--- config.mk ---
export PLATFORM = sky130hd
export DESIGN_NAME = mdio_dance_instructor
export DESIGN_NICKNAME = d
export VERILOG_FILES = /design/src/rtl/mdio_dance_instructor.sv
export SDC_FILE = /design/constraint.sdc
export NUM_CORES = 1
export LEC_CHECK = 0
export CAP_MARGIN = 20
export CORE_MARGIN = 5
export CORE_UTILIZATION = 55
export DETAILED_ROUTE_END_ITERATION = 8
export DONT_BUFFER_PORTS = 1
export PLACE_DENSITY_LB_ADDON = 0.2
export SLEW_MARGIN = 40
export SYNTH_ARGS = -nofsm -noshare
export SYNTH_HDL_FRONTEND = slang
export SYNTH_SLANG_ARGS = --single-unit
--- constraint.sdc ---
create_clock -name clkDiscoMaster -period 3.3 [get_ports clkDiscoMaster]
set_input_delay 0.825 -clock clkDiscoMaster [delete_from_list [all_inputs] [get_ports clkDiscoMaster]]
set_output_delay 0.825 -clock clkDiscoMaster [all_outputs]
set_load 0.02 [all_outputs]
--- src/rtl/mdio_dance_instructor.sv ---
// MDIO management master (clause-22 frames).
// Accepts one read/write command at a time, serialises the preamble/header/
// turnaround/data frame on MDC/MDIO, samples read data on MDC rising edges
// and reports completion with a single-cycle response pulse.
module mdio_dance_instructor #(
  parameter int CLK_DIV      = 20,
  parameter int PREAMBLE_LEN = 32
) (
  input  logic        clkDiscoMaster,
  input  logic        rstDanceFloorN,
  input  logic        cmdValid,
  output logic        cmdReady,
  input  logic        cmdWrite,
  input  logic [4:0]  cmdPhyAddr,
  input  logic [4:0]  cmdRegAddr,
  input  logic [15:0] cmdWrData,
  output logic        rspValid,
  output logic [15:0] rspRdData,
  output logic        rspNoAck,
  output logic        mdioConductor,
  output logic        mdioDriveOut,
  output logic        mdioDriveEn,
  input  logic        mdioDanceIn
);

  generate
    if (CLK_DIV < 4 || CLK_DIV > 255) begin : g_bad_clk_div
      $error("mdio_dance_instructor: CLK_DIV must be within 4..255");
    end
    if (PREAMBLE_LEN < 1) begin : g_bad_preamble
      $error("mdio_dance_instructor: PREAMBLE_LEN must be at least 1");
    end
  endgenerate

  // Phase counter runs 0..2*CLK_DIV-1 inside a bit and up to 2*CLK_DIV in GAP
  // (510 at most), so 9 bits never wrap.
  localparam logic [8:0] HALF_LAST = 9'(CLK_DIV - 1);
  localparam logic [8:0] BIT_LAST  = 9'(2 * CLK_DIV - 1);
  localparam logic [8:0] GAP_LEN   = 9'(2 * CLK_DIV);

  // Bit counter must hold the longest per-state index (preamble or 16 data bits).
  localparam int BMAX = (PREAMBLE_LEN > 16) ? PREAMBLE_LEN : 16;
  localparam int BW   = (BMAX > 1) ? $clog2(BMAX) : 1;
  localparam logic [BW-1:0] PRE_LAST  = BW'(PREAMBLE_LEN - 1);
  localparam logic [BW-1:0] HDR_LAST  = BW'(13);
  localparam logic [BW-1:0] TA_LAST   = BW'(1);
  localparam logic [BW-1:0] DATA_LAST = BW'(15);

  typedef enum logic [2:0] {IDLE, PRE, HDR, TA, DATA, GAP} state_t;

  state_t        state_reg;
  logic [8:0]    phase_reg;
  logic [BW-1:0] bit_reg;
  logic [31:0]   frame_reg;      // start, op, phy, reg, TA, data; MSB goes out first
  logic          write_reg;
  logic [15:0]   rx_reg;
  logic          no_ack_reg;
  logic          cmd_ready_reg;
  logic          rsp_valid_reg;
  logic [15:0]   rsp_rd_data_reg;
  logic          rsp_no_ack_reg;
  logic          mdc_reg;
  logic          drive_out_reg;
  logic          drive_en_reg;
  logic          sync_meta_reg;
  logic          sync_reg;

  // Two-flop synchroniser on the MDIO input; idles high like the bus pull-up.
  always_ff @(posedge clkDiscoMaster or negedge rstDanceFloorN) begin
    if (!rstDanceFloorN) begin
      sync_meta_reg <= 1'b1;
      sync_reg      <= 1'b1;
    end else begin
      sync_meta_reg <= mdioDanceIn;
      sync_reg      <= sync_meta_reg;
    end
  end

  // Frame sequencer: command capture, bit timing, shifting, sampling, response.
  always_ff @(posedge clkDiscoMaster or negedge rstDanceFloorN) begin
    if (!rstDanceFloorN) begin
      state_reg       <= IDLE;
      phase_reg       <= '0;
      bit_reg         <= '0;
      frame_reg       <= '0;
      write_reg       <= 1'b0;
      rx_reg          <= '0;
      no_ack_reg      <= 1'b0;
      cmd_ready_reg   <= 1'b0;
      rsp_valid_reg   <= 1'b0;
      rsp_rd_data_reg <= '0;
      rsp_no_ack_reg  <= 1'b0;
      mdc_reg         <= 1'b0;
      drive_out_reg   <= 1'b1;
      drive_en_reg    <= 1'b0;
    end else begin
      rsp_valid_reg <= 1'b0;
      case (state_reg)
        IDLE: begin
          mdc_reg       <= 1'b0;
          drive_en_reg  <= 1'b0;
          drive_out_reg <= 1'b1;
          if (cmd_ready_reg && cmdValid) begin
            // First preamble bit starts right away: MDC low, driving '1'.
            cmd_ready_reg <= 1'b0;
            state_reg     <= PRE;
            phase_reg     <= '0;
            bit_reg       <= '0;
            write_reg     <= cmdWrite;
            frame_reg     <= {2'b01, (cmdWrite ? 2'b01 : 2'b10), cmdPhyAddr,
                              cmdRegAddr, 2'b10, cmdWrData};
            rx_reg        <= '0;
            no_ack_reg    <= 1'b0;
            drive_en_reg  <= 1'b1;
            drive_out_reg <= 1'b1;
          end else begin
            cmd_ready_reg <= 1'b1;
          end
        end

        PRE, HDR, TA, DATA: begin
          phase_reg <= phase_reg + 9'd1;
          if (phase_reg == HALF_LAST) begin
            // MDC rises; capture the synchronised pin for this bit.
            mdc_reg <= 1'b1;
            if (state_reg == TA && bit_reg == TA_LAST) begin
              no_ack_reg <= sync_reg;
            end
            if (state_reg == DATA) begin
              rx_reg <= {rx_reg[14:0], sync_reg};
            end
          end
          if (phase_reg == BIT_LAST) begin
            // Bit boundary: MDC falls and the next bit value is launched.
            phase_reg <= '0;
            mdc_reg   <= 1'b0;
            case (state_reg)
              PRE: begin
                if (bit_reg == PRE_LAST) begin
                  state_reg     <= HDR;
                  bit_reg       <= '0;
                  drive_out_reg <= frame_reg[31];
                  frame_reg     <= {frame_reg[30:0], 1'b0};
                end else begin
                  bit_reg       <= bit_reg + 1'b1;
                  drive_out_reg <= 1'b1;
                end
              end
              HDR: begin
                drive_out_reg <= frame_reg[31];
                frame_reg     <= {frame_reg[30:0], 1'b0};
                if (bit_reg == HDR_LAST) begin
                  // Reads hand the bus to the PHY from the first TA bit on.
                  state_reg    <= TA;
                  bit_reg      <= '0;
                  drive_en_reg <= write_reg;
                end else begin
                  bit_reg <= bit_reg + 1'b1;
                end
              end
              TA: begin
                drive_out_reg <= frame_reg[31];
                frame_reg     <= {frame_reg[30:0], 1'b0};
                if (bit_reg == TA_LAST) begin
                  state_reg <= DATA;
                  bit_reg   <= '0;
                end else begin
                  bit_reg <= bit_reg + 1'b1;
                end
              end
              DATA: begin
                if (bit_reg == DATA_LAST) begin
                  state_reg     <= GAP;
                  bit_reg       <= '0;
                  drive_en_reg  <= 1'b0;
                  drive_out_reg <= 1'b1;
                end else begin
                  bit_reg       <= bit_reg + 1'b1;
                  drive_out_reg <= frame_reg[31];
                  frame_reg     <= {frame_reg[30:0], 1'b0};
                end
              end
              default: ;
            endcase
          end
        end

        GAP: begin
          // Bus released; respond one cycle after the frame, then idle for T.
          mdc_reg       <= 1'b0;
          drive_en_reg  <= 1'b0;
          drive_out_reg <= 1'b1;
          phase_reg     <= phase_reg + 9'd1;
          if (phase_reg == 9'd0) begin
            rsp_valid_reg   <= 1'b1;
            rsp_rd_data_reg <= write_reg ? 16'h0000 : rx_reg;
            rsp_no_ack_reg  <= write_reg ? 1'b0 : no_ack_reg;
          end
          if (phase_reg == GAP_LEN) begin
            state_reg     <= IDLE;
            phase_reg     <= '0;
            cmd_ready_reg <= 1'b1;
          end
        end

        default: begin
          state_reg <= IDLE;
        end
      endcase
    end
  end

  assign cmdReady      = cmd_ready_reg;
  assign rspValid      = rsp_valid_reg;
  assign rspRdData     = rsp_rd_data_reg;
  assign rspNoAck      = rsp_no_ack_reg;
  assign mdioConductor = mdc_reg;
  assign mdioDriveOut  = drive_out_reg;
  assign mdioDriveEn   = drive_en_reg;

endmodule

* Word level (Yosys, flattened, before mapping)
Cells that the tools add are included.
Widths: inputs -> output; s select.
** Word-level totals
- Flip-flop bits (word level) :: 91
- Logic and storage cells :: 125
** Cells by class
- Add/subtract/negate cells :: 2
- Eq/ne operators :: 27
- Mux-type cells :: 57
- Reduce and logical (&&, ||, !) cells :: 23
** Operators with widths (count)
- $mux 32 :: 4
- $pmux 32 s3 :: 1
- $mux 16 :: 4
- $pmux 32 s2 :: 1
- $pmux 16 s2 :: 1
- $mux 5 :: 6
- $mux 9 :: 3
- $pmux 9 s3 :: 1
- $mux 3 :: 7
- $ne 3x3->1 const B :: 7
- $pmux 5 s4 :: 1
- $eq 9x6->1 const B :: 2
- $mux 1 :: 17
- $ne 2x2->1 const B :: 6
- $pmux 3 s4 :: 1
- $reduce_and 4->1 :: 3
- $eq 5x4->1 const B :: 2
- $pmux 1 s2 :: 5
- $pmux 5 s2 :: 1
- $reduce_and 2->1 :: 5
- $add 9x1->9 const B :: 1
- $eq 9x5->1 const B :: 1
- $logic_not 9->1 :: 1
- $pmux 3 s3 :: 1
- 20 further kinds :: 27

* Logic depth before layout (Yosys ltp)
Gate-level depths: netlist of run 1.
- Depth in word-level cells :: 5
- Depth in mapped cells :: 10
- Depth with buffers taken out :: 8

* Worst setup path after synthesis of run 1
Ideal clock, no wire load.
- Path kind :: register to register
- Start point :: register bit_reg[0]
- End point :: register state_reg[0]
- Library setup time :: 125 ps
- Data arrival time :: 2228 ps
- Data required time :: 3175 ps
- Setup slack :: 948 ps
- Stages on the path, launching flop included :: 9
- Path buffers :: 0
- Period minus slack after synthesis :: 2352 ps
- Cells stage by stage :: dfrtp_1 ha_1 and3_1 ha_1 or4b_2 o31ai_1 nand2b_1 a211oi_1 mux2_2
** Between the ends
- Cells in the longest elaborated chain, start to end :: 3
- Elaborated cells between the ends (all ways) :: 9
- Classes of those cells :: eq/ne: 8; reduce/logical: 1
** RTL lines
- from (decl) :: line 53 : logic [BW-1:0] bit_reg;
- from (signal assigned) :: line 145 : bit_reg <= bit_reg + 1'b1;
- from (signal assigned) :: line 158 : bit_reg <= bit_reg + 1'b1;
- from (signal assigned) :: line 168 : bit_reg <= bit_reg + 1'b1;
- $eq 5x5->1, or another cell as far along :: line 139 : if (bit_reg == PRE_LAST) begin
- $ne 3x3->1 (no source line)
- $reduce_and 8->1 (no source line) (*)
- to (signal assigned) :: line 140 : state_reg <= HDR;
- to (signal assigned) :: line 154 : state_reg <= TA;
- to (signal assigned) :: line 165 : state_reg <= DATA;
- to (decl) :: line 51 : state_t state_reg;
Every way passes the cells marked *; elsewhere a longest branch is shown, timed or not.
A chain may end at the register's enable or synchronous reset.

* Final worst setup path of run 1
- Start point :: register bit_reg[0]
- End point :: register frame_reg[17]
** Between the ends
- Cells in the longest elaborated chain, start to end :: 3
- Elaborated cells between the ends (all ways) :: 5
- Classes of those cells :: eq/ne: 4; reduce/logical: 1
** RTL lines
- $eq 5x4->1 / $eq 5x5->1 (equally long branches) :: line 172, 139
- $ne 3x3->1 (no source line)
- $reduce_and 6->1 (no source line) (*)
- to (signal assigned) :: line 151 : frame_reg <= {frame_reg[30:0], 1'b0};
- to (signal assigned) :: line 163 : frame_reg <= {frame_reg[30:0], 1'b0};
- to (signal assigned) :: line 180 : frame_reg <= {frame_reg[30:0], 1'b0};
- to (decl) :: line 54 : logic [31:0] frame_reg;
Marked as above.

==> impl_results.md, run 1 <==
* Dominant synthesized flop cell: dfrtp_1
* Setup CP Type: reg -> reg
* Commonest non-fill, non-tap cell in the layout: dfrtp_1
* Vias in the first global route at 3025
* Synthesized netlist cell count at 456
* Final Setup Violations at 0
* Post-route ant nets at 0
* Critical path data required time at 3.55 ns
* Area growth from synthesis to layout at 6.45%
* Crit path top cell by count: ha_1
* YS warnings at 0
* Fmax at 390 MHz
* Power density cells at 418 nW/um2
* Status: completed
* Max_cap viols at 0
* Tot GR Track Use at 0.178
* Clk sinks at 91
* Final Skew at 0.0102 ns
* Via-to-Cell Ratio at 5.92
* Post-route setup TNS at 0 ns
* Worst path arrival time at 2.82 ns
* Mean post-synth cell area at 9.62 um2
* Nets at 484
* Max-slew headroom at 0.520
* Worst-path cell chain: ha_1 > and3_1 > ha_1 > or3b_2 > a21oi_1 > a21oi_4 > buf_4 > o22a_1
* Pwr Total at 1.95 mW
* Core box area at 7730 um2
* Cts repair resizes at 0
* R2R depth at 8
* Fin crit share at 0.778
* TritonCTS clock tree: built
* CP max-delay cell: or3b_2
* Lkg Pwr at 2.20 nW
* DR DRC count at 0
* Number of synthesized flops with an enable pin at 0
* Commonest non-fill, non-tap cells in the layout: 88 x dfrtp_1, 43 x a21oi_1, 38 x nand2_1, 38 x nor2_1, 33 x o21ai_0
* Clock Path Buffers at 2
* Fin. Hold Viols at 0
* Cts bufs inserted at 9
* Routed WL per cell at 15.5 um
* Synthesized flop and latch total at 91
* Initial antenna violation count at 0
* RSZ-0062 raised after global routing: false
* Die footprint at 9860 um2
* Overflow after GRT at 0
* Setup Buffers After CTS at 0
* Critical path peak fanout at 57
* Worst-Skew Late Latency at 0.36 ns
* Peak VDD IR at 0.000228 V
* 1st-iter DRT viols at 254
* Via count at 3271
* Die Ht at 99.3 um
* Largest register FFs at 32
* Routed Wire Length at 8550 um
* Die width at 99.3 um
* Slowest Stage Delay on Critical Path at 0.44 ns
* CP Capture Type: flip-flop
* Port bufs at 0
* Tmin final at 2.57 ns
* Netlist cell types at 51
* Largest net degree at the start of global routing at 92
* CTS HTree Levels at 3
* Seq/Total Area, Yosys at 0.520
* Initial Utilization at 0.568
* Layout cells sized above 1 at 0.0820
* IO Pins at 53
* CTS root buffer: clkbuf_8
* Worst-path clk slew at 0.09 ns
* Post-DP HPWL at 5720 um
* First-pass GRT wire length at 14300 um
* Hold-fix buffers, CTS at 0
* Gpl congestion at 0.850
* Crit start category: flip-flop
* Hold Path Class: in -> async
* Row count at 32
* ANT cells at 0
* Post-synth ARST share at 1.00
* First-pass DRT Iterations at 5
* Syn nets at 494
* Final Max Slew Viols at 0
* Synthesized cell area at 4390 um2
* Slew of the pin with the lowest slew margin at 0.720 ns
Yosys cell counts, drive strengths merged, types with 2 or more instances:
library cell  instances  area share
a31oi                 3      0.0043
a21oi                44       0.050
a21o                  3      0.0051
or3b                  2      0.0040
a211oi                3      0.0051
nand4                 4      0.0057
buf                  12       0.014
nand3b                2      0.0034
nor3                  4      0.0046
o211ai                2      0.0034
o21ai                33       0.038
dfrtp                88        0.50
mux2                  2      0.0051
or3                   4      0.0057
and2                  5      0.0071
or4b                  2      0.0054
ha                    7       0.020
or4                   2      0.0034
o22a                  3      0.0060
mux2i                27       0.062
o31ai                20       0.034
nand4bb               2      0.0051
clkbuf               16       0.014
and3                  3      0.0043
nand2                38       0.033
inv                  31       0.027
a22oi                 3      0.0051
o22ai                 2      0.0029
a2111oi               2      0.0040
nor2                 38       0.033
nand3                27       0.031
or2                   2      0.0034
nand2b                5      0.0071
dfstp                 3       0.018
report_power, final:
| part | internal [mW] | switching (mW) | leakage, nW |
|---|---|---|---|
| Combinational | 0.0156 | 0.0140 | 1.01 |
| Sequential | 1.13 | 0.00961 | 1.08 |
| Clock | 0.378 | 0.402 | 0.104 |
logic make-up after synthesis:
logic type,synth area share
flops,0.520
fa+ha+maj,0.0200
mux,0.0668
buf+inv,0.0542
simple gates,0.163
compound gates,0.176
worst max-delay path: cells and delay by family (launching register included):
family / cells / cell delay, ns
adders and majority gates: 2 / 0.46
AOI/OAI and AO/OA: 3 / 0.62
and+or+nand+nor: 2 / 0.65
buffers and inverters: 1 / 0.29
DFF: 1 / 0.43
path summary, 6_finish.rpt:
path / start / to / slack [ns]
setup / recovery: bit_reg[0] / frame_reg[17] / 0.73
max in group asynchronous: rstDanceFloorN / mdioDriveOut / 2.94
min in group clkDiscoMaster: sync_meta_reg / sync_reg / 0.37
hold reg to reg: sync_meta_reg / sync_reg / 0.37
setup reg to reg: bit_reg[0] / frame_reg[17] / 0.73
hold / removal: rstDanceFloorN / rspValid / 0.15
area by class of cell:
class / instances / area, um2
tap: 102 / 128
sequential: 91 / 2280
clock buffer: 10 / 138
multi-input combinational: 306 / 1880
timing repair buffer: 7 / 52.6
clock inverter: 6 / 68.8
fill: 657 / 3060
inverter: 31 / 116
routing by layer:
| metal | wire length [um] | GRT usage | vias to the layer above |
|---|---|---|---|
| li1 | - | - | 1591 |
| met1 | 3850 | 0.235 | 1581 |
| met2 | 4070 | 0.282 | 89 |
| met3 | 525 | 0.0491 | 10 |
| met4 | 102 | 0.0672 | 0 |
| met5 | 0 | 0 | - |
metrics by stage:
step	hold slack, ns	instances	setup WS [ns]	utilization	instance area [um2]
4_1_cts	0.135	553	0.737	0.604	4670
6_report	0.149	553	0.733	0.604	4670
3_3_place_gp	0.348	537	0.811	0.577	4460
2_1_floorplan	0.345	456	0.948	-	4390
5_1_grt	0.118	553	0.556	0.604	4670
3_5_place_dp	0.347	537	0.736	0.577	4460
Power figures use the tool's default switching activity.
==> run 2, diff against run 1 <==
--- a/config.mk
+++ b/config.mk
@@ -5,6 +5,7 @@
 export SDC_FILE = /design/constraint.sdc
 export NUM_CORES = 1
 export LEC_CHECK = 0
+export ABC_AREA = 1
 export CAP_MARGIN = 20
 export CORE_MARGIN = 5
 export CORE_UTILIZATION = 55
==> constraint.sdc (replaced) <==
create_clock -name clkDiscoMaster -period 2.1 [get_ports clkDiscoMaster]
set_input_delay 0.525 -clock clkDiscoMaster [delete_from_list [all_inputs] [get_ports clkDiscoMaster]]
set_output_delay 0.525 -clock clkDiscoMaster [all_outputs]
set_load 0.02 [all_outputs]
==> impl_results.md, run 2 <==
* Fin cells at 734
* Synth top area cells: dfrtp_1 47%, nand2_1 26%, o21ai_0 3.4%, nand3_1 3.1%, inv_1 2.9%
* DR DRC count at 0
* Row count at 33
* Final Skew at 0.0148 ns
* Placed insts at 717
* Top-area cell type share of the netlist area at 0.473
* Fin. Hold Viols at 88
* Nets at 662
* Routed WL per cell at 12.8 um
* Tot GR Track Use at 0.193
* Port bufs at 0
* Die footprint at 10400 um2
* Post-route ant nets at 0
* Failing checks: hold timing
* Cts bufs inserted at 9
* Worst path arrival time at 2.18 ns
* Final instance area at 4970 um2
* Gpl congestion at 0.897
* Commonest non-fill, non-tap cells in the layout: 317 x nand2_1, 88 x dfrtp_1, 36 x inv_1, 32 x nor2_1, 31 x o21ai_0
* Fin crit share at 0.923
* Dominant synthesized flop cell: dfrtp_1
* Clock share of power at 0.158
* First-pass DRT Iterations at 4
* Syn nets at 662
* Via count at 3821
* Via-to-Cell Ratio at 5.21
* Count leader, synth: nand2_1
* Clock Path Buffers at 2
* CP Capture Type: flip-flop
* Cell taking the most area after synthesis: dfrtp_1
* Critical path peak fanout at 20
* Power density cells at 1590 nW/um2
* Most frequent cells after synthesis: 317 x nand2_1, 88 x dfrtp_1, 36 x inv_1
* Slew of the pin with the lowest slew margin at 0.518 ns
* Net Sw Power at 3.83 mW
* Post-synth ARST share at 1.00
* Routed Wire Length at 9370 um
* Die Ht at 102 um
* Area growth from synthesis to layout at 6.63%
* Initial antenna violation count at 0
* Final Setup Violations at 0
* Switch share at 0.486
* Die width at 102 um
* Crit start category: flip-flop
* Number of synthesized flops with an enable pin at 0
* Synthesized cell area at 4660 um2
* Status: finished, violations left
* CTS HTree Levels at 3
* Fillers at 756
* Overflow after GRT at 0
* IO Pins at 53
* P_int at 4.05 mW
* Combinational power share at 0.509
* Max-slew headroom at 0.652
* Final Max Slew Viols at 0
* Sequential Power Share at 0.333
* Fmax at 516 MHz
* Setup CP Type: reg -> reg
* Mean post-synth cell area at 7.47 um2
* Hold Path Class: in -> async
* First-pass GRT wire length at 16300 um
* Synthesized flop and latch total at 91
* Core box area at 8220 um2
* YS warnings at 0
* Largest register FFs at 32
* Initial Utilization at 0.567
* Final core utilization at 0.605
* Max_cap viols at 0
* Worst-Skew Late Latency at 0.36 ns
* CTS root buffer: clkbuf_8
* Worst-path clk slew at 0.10 ns
* Commonest non-fill, non-tap cell in the layout: nand2_1
* Multi-input logic area at 2100 um2
* Post-route setup TNS at 0 ns
* Register cell area after layout at 2280 um2
* Peak VDD IR at 0.000918 V
* Lkg Pwr at 2.67 nW
* Layout cells sized above 1 at 0.0779
* 1st-iter DRT viols at 200
* Largest net degree at the start of global routing at 92
* Post-DP HPWL at 6530 um
* TritonCTS clock tree: built
* Vias in the first global route at 3650
* Cell Area, Placed at 4740 um2
* Seq/Total Area, Yosys at 0.490
* Clk sinks at 91
* Netlist cell types at 29
* ANT cells at 0
* Tmin final at 1.94 ns
* Hold slack at -0.152 ns
* Synthesized netlist cell count at 624
* Critical path data required time at 2.34 ns
==> run 2: kinds of logic after synthesis <==
family / share of synthesized area
flip-flops: 0.490
AND/OR/NAND/NOR: 0.372
XOR/XNOR: 0.0132
buffers and inverters: 0.0636
adder cells (fa/ha/maj): 0.0188
AO/OA/AOI/OAI: 0.0432
==> run 2: through the flow <==
| stage | power, mW | setup WS, ns |
|---|---|---|
| final | 7.88 | 0.163 |
| after global routing | 8.64 | -0.0109 |
| after CTS | 7.87 | 0.0633 |
| after floorplan | 5.84 | 0.329 |
| after detailed placement | 6.61 | 0.0928 |
| after global placement | 6.48 | 0.190 |
==> run 2: routing by layer <==
layer	part of all wire	track usage	vias up	wire length, um
met2	0.47	0.325	78	4390
met5	0	0	-	0
met3	0.050	0.0362	10	473
li1	-	-	1932	-
met1	0.47	0.247	1801	4370
met4	0.015	0.0706	0	138
==> run 2: what timing repair did <==
item                                    4_1_cts  5_1_grt
hold endpoints to repair                     89       89
buffers inserted                              0        1
gates resized for setup                       0        4
endpoints found under the setup margin        0       34
==> run 2: worst paths after layout <==
path	cells past startpoint	startpoint	slack, ns	endpoint
min in group clkDiscoMaster	0	mdioDanceIn	0.16	sync_meta_reg
setup / recovery	12	bit_reg[1]	0.16	frame_reg[17]
max in group asynchronous	0	rstDanceFloorN	2.03	sync_reg
hold / removal	0	rstDanceFloorN	-0.15	rspRdData[15]
setup reg to reg	12	bit_reg[1]	0.16	frame_reg[17]
hold reg to reg	0	sync_meta_reg	0.36	sync_reg
==> run 2: area by class of cell <==
cell class / instances / share of cell area
Multi-Input combinational cell: 467 / 0.422
Sequential cell: 91 / 0.459
Clock buffer: 10 / 0.0277
Clock inverter: 6 / 0.0141
Timing Repair Buffer: 11 / 0.0166
Tap cell: 105 / 0.0264
Inverter: 44 / 0.0337
==> run 2: worst max-delay path: stages, from the launching register on <==
cell	delay, ns
dfrtp_1	0.38
ha_1	0.19
inv_1	0.05
nor2_2	0.15
ha_1	0.21
inv_1	0.06
nand4_1	0.10
nand2_1	0.10
nor2_4	0.13
nand2_4	0.09
buf_4	0.21
nand2_1	0.08
o21ai_1	0.07
==> run 2: power groups by stage <==
stage / combinational (mW) / clock (mW) / sequential, mW
after floorplan: 3.30 / 0 / 2.55
after global placement: 3.84 / 0 / 2.65
after detailed placement: 3.95 / 0 / 2.66
after CTS: 3.97 / 1.27 / 2.63
after global routing: 4.62 / 1.33 / 2.69
final: 4.01 / 1.24 / 2.63
==> run 3, diff against run 2 <==
--- a/config.mk
+++ b/config.mk
@@ -6,11 +6,11 @@
 export NUM_CORES = 1
 export LEC_CHECK = 0
 export ABC_AREA = 1
+export BUFFER_PORTS_ARGS = -buffer_cell sky130_fd_sc_hd__buf_2
 export CAP_MARGIN = 20
-export CORE_MARGIN = 5
-export CORE_UTILIZATION = 55
+export CORE_MARGIN = 2
+export CORE_UTILIZATION = 53
 export DETAILED_ROUTE_END_ITERATION = 8
-export DONT_BUFFER_PORTS = 1
 export PLACE_DENSITY_LB_ADDON = 0.2
 export SLEW_MARGIN = 40
 export SYNTH_ARGS = -nofsm -noshare
==> impl_results.md, run 3 (synthesized netlist as in run 2, its figures left out) <==
* Net Sw Power at 3.98 mW
* Routed WL per cell at 12.1 um
* Status: completed
* Max-slew headroom at 0.662
* Power density cells at 1510 nW/um2
* Row count at 34
* Clock Path Buffers at 2
* Nets at 716
* Final Setup Violations at 0
* TritonCTS clock tree: built
* Setup CP Type: reg -> reg
* IO Pins at 53
* Critical path peak fanout at 17
* Layout cells sized above 1 at 0.151
* Cts bufs inserted at 9
* Post-route setup TNS at 0 ns
* Combinational power share at 0.529
* Gpl congestion at 0.885
* Max_cap viols at 0
* Tmin final at 1.91 ns
* Post-DP HPWL at 6510 um
* Clk sinks at 91
* 1st-iter DRT viols at 215
* Routed Wire Length at 9560 um
* Initial Utilization at 0.540
* Commonest non-fill, non-tap cell in the layout: nand2_1
* RSZ-0062 raised after global routing: false
* Slew of the pin with the lowest slew margin at 0.504 ns
* Peak VDD IR at 0.00109 V
* Port bufs at 52
* Tot GR Track Use at 0.215
* ANT cells at 0
* First-pass GRT wire length at 16800 um
* Crit start category: flip-flop
* P_int at 4.01 mW
* Final Max Slew Viols at 0
* First-pass DRT Iterations at 4
* Slowest Stage Delay on Critical Path at 0.42 ns
* CTS HTree Levels at 3
* Worst-Skew Late Latency at 0.38 ns
* Worst-path clk slew at 0.10 ns
* Die footprint at 9560 um2
* Largest register FFs at 32
* Sequential Power Share at 0.319
* Die width at 97.8 um
* Placed insts at 774
* Clock share of power at 0.152
* Lkg Pwr at 2.92 nW
* Commonest non-fill, non-tap cells in the layout: 317 x nand2_1, 88 x dfrtp_1, 51 x buf_2, 36 x inv_1, 32 x o21ai_0
* DR DRC count at 0
* Hold Path Class: in -> reg
* Switch share at 0.498
* Fin. Hold Viols at 0
* Critical path data required time at 2.35 ns
* Fin crit share at 0.909
* Via-to-Cell Ratio at 4.99
* Fin cells at 791
* Overflow after GRT at 0
* Initial antenna violation count at 0
* Area growth from synthesis to layout at 13.2%
* Post-route ant nets at 0
* Final Skew at 0.0176 ns
* CP max-delay cell: dfrtp_1
* Via count at 3950
* Vias in the first global route at 3691
* CTS root buffer: clkbuf_8
* Worst-path cell chain: ha_1 > inv_1 > nor2_4 > ha_1 > inv_1 > nand4_1 > nand2_1 > nor2_4 > nand2_4 > buf_4 > nand2_1 > o21ai_0
* Die Ht at 97.8 um
* Fmax at 524 MHz
* Largest net degree at the start of global routing at 53
* Core box area at 8640 um2
* Worst path arrival time at 2.16 ns
* CP Capture Type: flip-flop
run 3: cell count changes in the layout (fill, tap and decap cells not counted), sizes merged:
cell         previous run  this run
buf                    11        64
dlygate4sd3             0         1
bufinv                  1         0
clkbuf                 10         9
clkinv                  3         5
run 3: power by group through the flow:
| stage | Sequential (mW) | Combinational [mW] | Clock [mW] |
|---|---|---|---|
| after CTS | 2.55 | 4.22 | 1.24 |
| final | 2.55 | 4.22 | 1.22 |
| after floorplan | 2.55 | 3.30 | 0 |
| after detailed placement | 2.57 | 4.22 | 0 |
| after global placement | 2.57 | 4.09 | 0 |
| after global routing | 2.61 | 4.87 | 1.32 |
run 3: layout make-up:
| cell class | count | area, um2 |
|---|---|---|
| Tap cell | 108 | 135 |
| Fill cell | 812 | 3360 |
| Clock inverter | 7 | 81.3 |
| Timing Repair Buffer | 65 | 388 |
| Clock buffer | 9 | 124 |
| Multi-Input combinational cell | 467 | 2100 |
| Inverter | 44 | 170 |
| Sequential cell | 91 | 2280 |
run 3: critical path, delay by kind of cell, from the launching register on:
family	cells	cell delay (ns)
adder cells (fa/ha/maj)	2	0.38
AO/OA/AOI/OAI	1	0.07
AND/OR/NAND/NOR	6	0.61
buffers and inverters	3	0.32
flip-flops	1	0.42
run 3: metrics by stage:
step | utilization | instance area (um2) | power, mW | hold WS, ns | setup WS (ns)
3_5_place_dp | 0.584 | 5040 | 6.79 | 0.347 | 0.138
4_1_cts | 0.608 | 5250 | 8.01 | 0.00164 | 0.105
5_1_grt | 0.611 | 5280 | 8.80 | 0.235 | 0.0200
2_1_floorplan | - | 4660 | 5.84 | 0.229 | 0.329
3_3_place_gp | 0.584 | 5040 | 6.66 | 0.347 | 0.189
6_report | 0.611 | 5280 | 7.99 | 0.256 | 0.190
run 3: routing by layer:
layer,up-vias,share of wire,track usage
met1,1803,0.49,0.302
met4,0,0.011,0.0705
li1,2043,-,-
met5,-,0,0
met3,8,0.045,0.0437
met2,96,0.46,0.337
run 3: path summary, 6_finish.rpt:
check | endpoint | slack [ns] | depth (start not counted) | startpoint
worst min-delay path | sync_meta_reg | 0.26 | 1 | mdioDanceIn
worst max register to register | frame_reg[29] | 0.19 | 12 | bit_reg[0]
min in group asynchronous | phase_reg[5] | 0.55 | 2 | rstDanceFloorN
max in group asynchronous | mdioDriveOut | 0.92 | 3 | rstDanceFloorN
worst min register to register | sync_reg | 0.36 | 0 | sync_meta_reg
worst max-delay path | frame_reg[29] | 0.19 | 12 | bit_reg[0]
run 3: timing repair:
item                                    CTS  global route
endpoints found under the setup margin    0            35
resized for setup                         0             5
hold buffers                              0             1
hold endpoints to repair                  0             7
setup buffers                             0             0
